$ cat src/rtl/bitmap_dump.sv
// bitmap_dump: streams the 128x128 video RAM to the UART TX FIFO as ASCII.
//
// Scans the RAM in row-major order ({y, x} addressing, x in the low 7 bits)
// and writes each pixel as ASCII_BASE + pixel, so the host sees '0'..'7'.
// Two cycles per pixel: FETCH presents the address, SEND writes the byte
// once the synchronous RAM read data is valid. tx_full stalls SEND without
// losing or repeating a pixel.
//
// Optional build macro ROW_CRLF_EN: when defined, a CR (8'h0D) and an
// LF (8'h0A) byte follow the last pixel of every row, including the final
// row (16640 bytes total). When undefined, exactly 16384 bytes are sent.
module bitmap_dump #(
    parameter int          ADDR_WIDTH = 14,
    parameter int          DATA_WIDTH = 3,
    parameter logic [7:0]  ASCII_BASE = 8'h30
) (
    input  logic                  clk,
    input  logic                  reset_n,
    input  logic                  start,
    output logic [ADDR_WIDTH-1:0] ram_addr,
    input  logic [DATA_WIDTH-1:0] ram_dout,
    input  logic                  tx_full,
    output logic                  wr_tx,
    output logic [7:0]            w_data,
    output logic                  busy,
    output logic                  done_tick
);

    localparam logic [2:0] S_IDLE  = 3'd0;
    localparam logic [2:0] S_FETCH = 3'd1;
    localparam logic [2:0] S_SEND  = 3'd2;
`ifdef ROW_CRLF_EN
    localparam logic [2:0] S_CR    = 3'd3;
    localparam logic [2:0] S_LF    = 3'd4;
`endif
    localparam logic [2:0] S_DONE  = 3'd5;

    logic [2:0]            state;
    logic [ADDR_WIDTH-1:0] addr;
    logic                  last_pixel;
    logic [7:0]            pixel_byte;

    assign last_pixel = &addr;
    assign pixel_byte = ASCII_BASE + {{(8-DATA_WIDTH){1'b0}}, ram_dout};

    // The read address is held at the current pixel through FETCH and SEND,
    // so the RAM keeps returning the same pixel for as long as SEND stalls.
    assign ram_addr  = addr;
    assign busy      = (state != S_IDLE);
    assign done_tick = (state == S_DONE);

`ifdef ROW_CRLF_EN
    logic row_end;
    assign row_end = (addr[6:0] == 7'h7f);
`endif

    // Scan sequencer: state transitions and pixel address counter.
    always_ff @(posedge clk or negedge reset_n) begin
        if (!reset_n) begin
            state <= S_IDLE;
            addr  <= '0;
        end else begin
            // NOTE: non-blocking assignments keep every register update in
            // this block based on the pre-edge values of state and addr.
            case (state)
                S_IDLE: begin
                    if (start) begin
                        addr  <= '0;
                        state <= S_FETCH;
                    end
                end
                S_FETCH: state <= S_SEND;
                S_SEND: begin
                    if (!tx_full) begin
`ifdef ROW_CRLF_EN
                        if (row_end) begin
                            state <= S_CR;
                        end else
`endif
                        if (last_pixel) begin
                            state <= S_DONE;
                        end else begin
                            addr  <= addr + ADDR_WIDTH'(1);
                            state <= S_FETCH;
                        end
                    end
                end
`ifdef ROW_CRLF_EN
                S_CR: begin
                    if (!tx_full) state <= S_LF;
                end
                S_LF: begin
                    if (!tx_full) begin
                        if (last_pixel) begin
                            state <= S_DONE;
                        end else begin
                            addr  <= addr + ADDR_WIDTH'(1);
                            state <= S_FETCH;
                        end
                    end
                end
`endif
                S_DONE:  state <= S_IDLE;
                default: state <= S_IDLE;
            endcase
        end
    end

    // FIFO write port: byte and strobe decoded from state, tx_full and RAM data.
    always_comb begin
        // NOTE: defaults first so no path through the case leaves an output
        // unassigned, which would otherwise infer a latch.
        wr_tx  = 1'b0;
        w_data = 8'h00;
        case (state)
            S_SEND: begin
                w_data = pixel_byte;
                wr_tx  = !tx_full;
            end
`ifdef ROW_CRLF_EN
            S_CR: begin
                w_data = 8'h0D;
                wr_tx  = !tx_full;
            end
            S_LF: begin
                w_data = 8'h0A;
                wr_tx  = !tx_full;
            end
`endif
            default: begin
                wr_tx  = 1'b0;
                w_data = 8'h00;
            end
        endcase
    end

endmodule

$ cat config.mk
export PLATFORM = sky130hd
export DESIGN_NAME = bitmap_dump
export DESIGN_NICKNAME = d
export VERILOG_FILES = /design/src/rtl/bitmap_dump.sv
export SDC_FILE = /design/constraint.sdc
export NUM_CORES = 1
export LEC_CHECK = 0
export CAP_MARGIN = 5
export CORE_ASPECT_RATIO = 0.9
export CORE_MARGIN = 8
export CORE_UTILIZATION = 45
export DETAILED_ROUTE_END_ITERATION = 10
export GPL_ROUTABILITY_DRIVEN = 1
export GPL_TIMING_DRIVEN = 0
export HOLD_SLACK_MARGIN = 0.05
export PLACE_DENSITY = 0.78
export SLEW_MARGIN = 20
export SYNTH_ARGS = -nofsm -noshare
export SYNTH_HDL_FRONTEND = slang
export SYNTH_SLANG_ARGS = --single-unit
$ cat constraint.sdc
create_clock -name clk -period 1.8 [get_ports clk]
set_input_delay 0.18 -clock clk [delete_from_list [all_inputs] [get_ports clk]]
set_output_delay 0.18 -clock clk [all_outputs]
set_load 0.03 [all_outputs]
==> results.py <==
metrics = {
    "synthesis": {
        "async_flop_share_pct": 100.0,
        "synth_top_cell_area_share_pct": 41.26,
        "yosys_most_used_dff": "dfrtp_1",
        "synth_area_sq_mm": 0.001031,
        "synth_area_leaders": "dfrtp_1, a31oi_1, o31ai_1",
        "ys_warn_count": 0,
        "synth.avg_cell_area_sq_um": 8.664,
        "ys_seq_area_share_pct": 41.26,
        "synth_edf_count": 0,
        "synth_top_area_cell": "dfrtp_1",
        "synth_commonest_cells": "dfrtp_1, a31oi_1, nand2_1, nand3_1, nor2_1",
        "ys_types": 37,
        "yosysMostFrequentCell": "dfrtp_1",
        "syn_inst": 119,
        "ys_ff_latch": 17,
    },
    "routing": {
        "wl_per_cell_um": 16.28,
        "postRouteAntennaNets": 0,
        "viasPerCell": 5.693,
        "wl_um": 3125,
        "via_count": 1093,
        "firstDrtPassIters": 4,
        "drc": 0,
        "drt_iter0_drc": 40,
    },
    "setup_path": {
        "worst_setup_path_start_kind": "flop",
        "r2r-end": "ram_addr[5]$_DFFE_PN0P_",
        "reg2reg_slack_ns": 0.05,
        "worstSetupEndpointType": "output pin",
        "cp.arrival_ns": 1.60,
        "critPathRequiredTime_ns": 1.62,
        "critPathKind": "reg -> out",
        "reg2reg_depth": 5,
        "crit_fanout": 5,
        "r2r-start": "state[0]$_DFFE_PN0P_",
    },
    "die": {
        "die_h_um": 61.41,
        "die_w_um": 66.46,
        "rows": 16,
        "num_io_pins": 32,
        "start_util_pct": 47.25,
        "design.die.area_sq_mm": 0.004081,
        "coreArea_sq_mm": 0.002182,
    },
    "grt": {
        "antenna_found_initial": 0,
        "grt_pass1_wl_um": 4961,
        "grt_pass1_vias": 1047,
        "gr-total-overflow": 0,
        "grt_max_degree": 18,
        "track_usage_pct": 15.52,
        "grtUsageMet2_pct": 26.82,
        "grt_util_met1_pct": 18.01,
        "top_usage_layer": "met2",
        "use_met3_pct": 6.364,
    },
    "cts": {
        "htree_levels": 1,
        "cts-hold-fix-buffers": 0,
        "cts_buffer_depth": 2,
        "cts_tree": "done",
        "clkLatencyLatePin_ns": 0.29,
        "cts-root-buf": "clkbuf_4",
        "clkSinkCount": 17,
        "cts_buffers": 3,
        "clk_pin_slew_ns": 0.10,
    },
    "timing": {
        "finalHoldViolCount": 0,
        "fmax_ghz": 0.5620,
        "final.period_utilization_pct": 98.85,
        "rsz0062_at_grt": "yes",
        "tightestPinTransition_ns": 0.7624,
        "whs_ns": 0.3256,
        "fin_skew_ns": 0.005002,
        "setup_violations": 0,
        "slew_violations": 0,
        "setup_ws_ns": 0.02062,
        "max_slew_margin_pct": 49.01,
        "final.min_clock_period_ns": 1.779,
    },
    "layout": {
        "fin_nets": 174,
        "num_antenna_cells": 0,
        "stdcell_count": 192,
        "syn_to_final_growth_pct": 48.42,
        "layout-drive-gt1-share_pct": 29.09,
        "fin_util_pct": 70.13,
    },
    "placed_design": {
        "placedCellCount": 176,
        "gp_congestion": 0.8645,
        "post-place-ws_ns": -0.5844,
        "portBuffers": 28,
        "hpwl_um": 2030,
    },
    "power_and_ir_drop": {
        "peakVddDrop_v": 0.0007100,
        "power.leakage_nw": 0.6397,
        "pwr_density_cell_mw_per_mm2": 1082,
    },
    "worst_hold_path": {
        "hold_path.class": "in -> async",
    },
    "run_status": {
        "status": "finished, final reports clean",
    },
    "flow_run": {
        "cap_violations": 0,
    },
}
worst max path at each step:
| stage | from | to | slack, ns | cells past startpoint |
|---|---|---|---|---|
| after floorplan | state[0]$_DFFE_PN0P_ | w_data[0] | 0.005 | 3 |
| after global placement | state[1]$_DFFE_PN0P_ | w_data[2] | -0.55 | 4 |
| after detailed placement | state[1]$_DFFE_PN0P_ | w_data[2] | -0.58 | 4 |
| after CTS | state[2]$_DFFE_PN0P_ | ram_addr[8]$_DFFE_PN0P_ | 0.008 | 6 |
| after global routing | state[0]$_DFFE_PN0P_ | wr_tx | -0.02 | 4 |
| final | state[0]$_DFFE_PN0P_ | wr_tx | 0.02 | 4 |
repair_timing:
| action | in CTS | in global routing |
|---|---|---|
| setup buffers | 7 | 5 |
| pin swaps | 1 | 8 |
| resized for setup | 40 | 16 |
| gates cloned | 0 | 0 |
| endpoints found under the setup margin | 13 | 18 |
kinds of logic after synthesis:
kind of cell               after synthesis  share of synthesized area (%)
AOI/OAI and AO/OA                       34                          21.24
adders and majority gates                1                          1.213
DFF                                     17                          41.26
and+or+nand+nor                         52                          28.76
buffers and inverters                   14                          7.160
other                                    1                         0.3637
per-layer routing:
layer | part of all wire (%) | vias to the layer above | wire length [um]
li1 | - | 529 | -
met1 | 41 | 527 | 1271
met2 | 51 | 35 | 1580
met3 | 8.4 | 2 | 261
met4 | 0.35 | 0 | 11
met5 | 0 | - | 0
stage by stage:
stage	power, mW	cell area (sq um)	TNS [ns]
floorplan	1.026	1045	0
global placement	1.314	1359	-3.259
detailed placement	1.332	1359	-3.537
CTS	1.625	1455	0
global route	1.777	1530	-0.02123
finish	1.656	1530	0
worst max-delay path, cell delays in order, from the launching register on:
cell	delay, ns
dfrtp_2	0.46
or4b_1	0.54
buf_6	0.15
clkinv_4	0.04
buf_6	0.11
flip-flops by register name (all words and copies together) (netlist names):
name,flops
ram_addr,14
state,3
final cells by class:
| cell class | count | area [sq um] |
|---|---|---|
| plain buffers | 9 | 75.07 |
| well taps | 27 | 33.78 |
| repair buffers | 40 | 347.8 |
| inverters | 5 | 23.77 |
| multi-input cells | 90 | 588.1 |
| flip-flops and latches | 17 | 435.4 |
| clock buffers | 4 | 26.28 |
| fillers | 181 | 651.9 |
cells in the final DEF, fill, tap and decap left out, types with 2 or more instances in the layout:
master           count
dfrtp_2              8
clkbuf_4             3
nor2_1               7
clkdlybuf4s50_1     20
clkbuf_1             2
buf_6                3
nand3_1              7
a31oi_1             10
buf_2                4
nor2b_1              2
conb_1               3
dlygate4sd2_1        2
nand2_1              9
dfrtp_1              9
o31ai_1              5
buf_4               17
and2_1               4
nand4_1              4
inv_1                4
o21ai_1              5
a21oi_1              2
or4_4                2
o31a_1               3
o21ai_0              4
nor3_1               5
power breakdown:
part / switching, mW / internal [mW]
Sequential: 0.101 / 0.450
Combinational: 0.507 / 0.391
Clock: 0.121 / 0.0862
Total: 0.729 / 0.926
(Power assumes the default switching activity.)
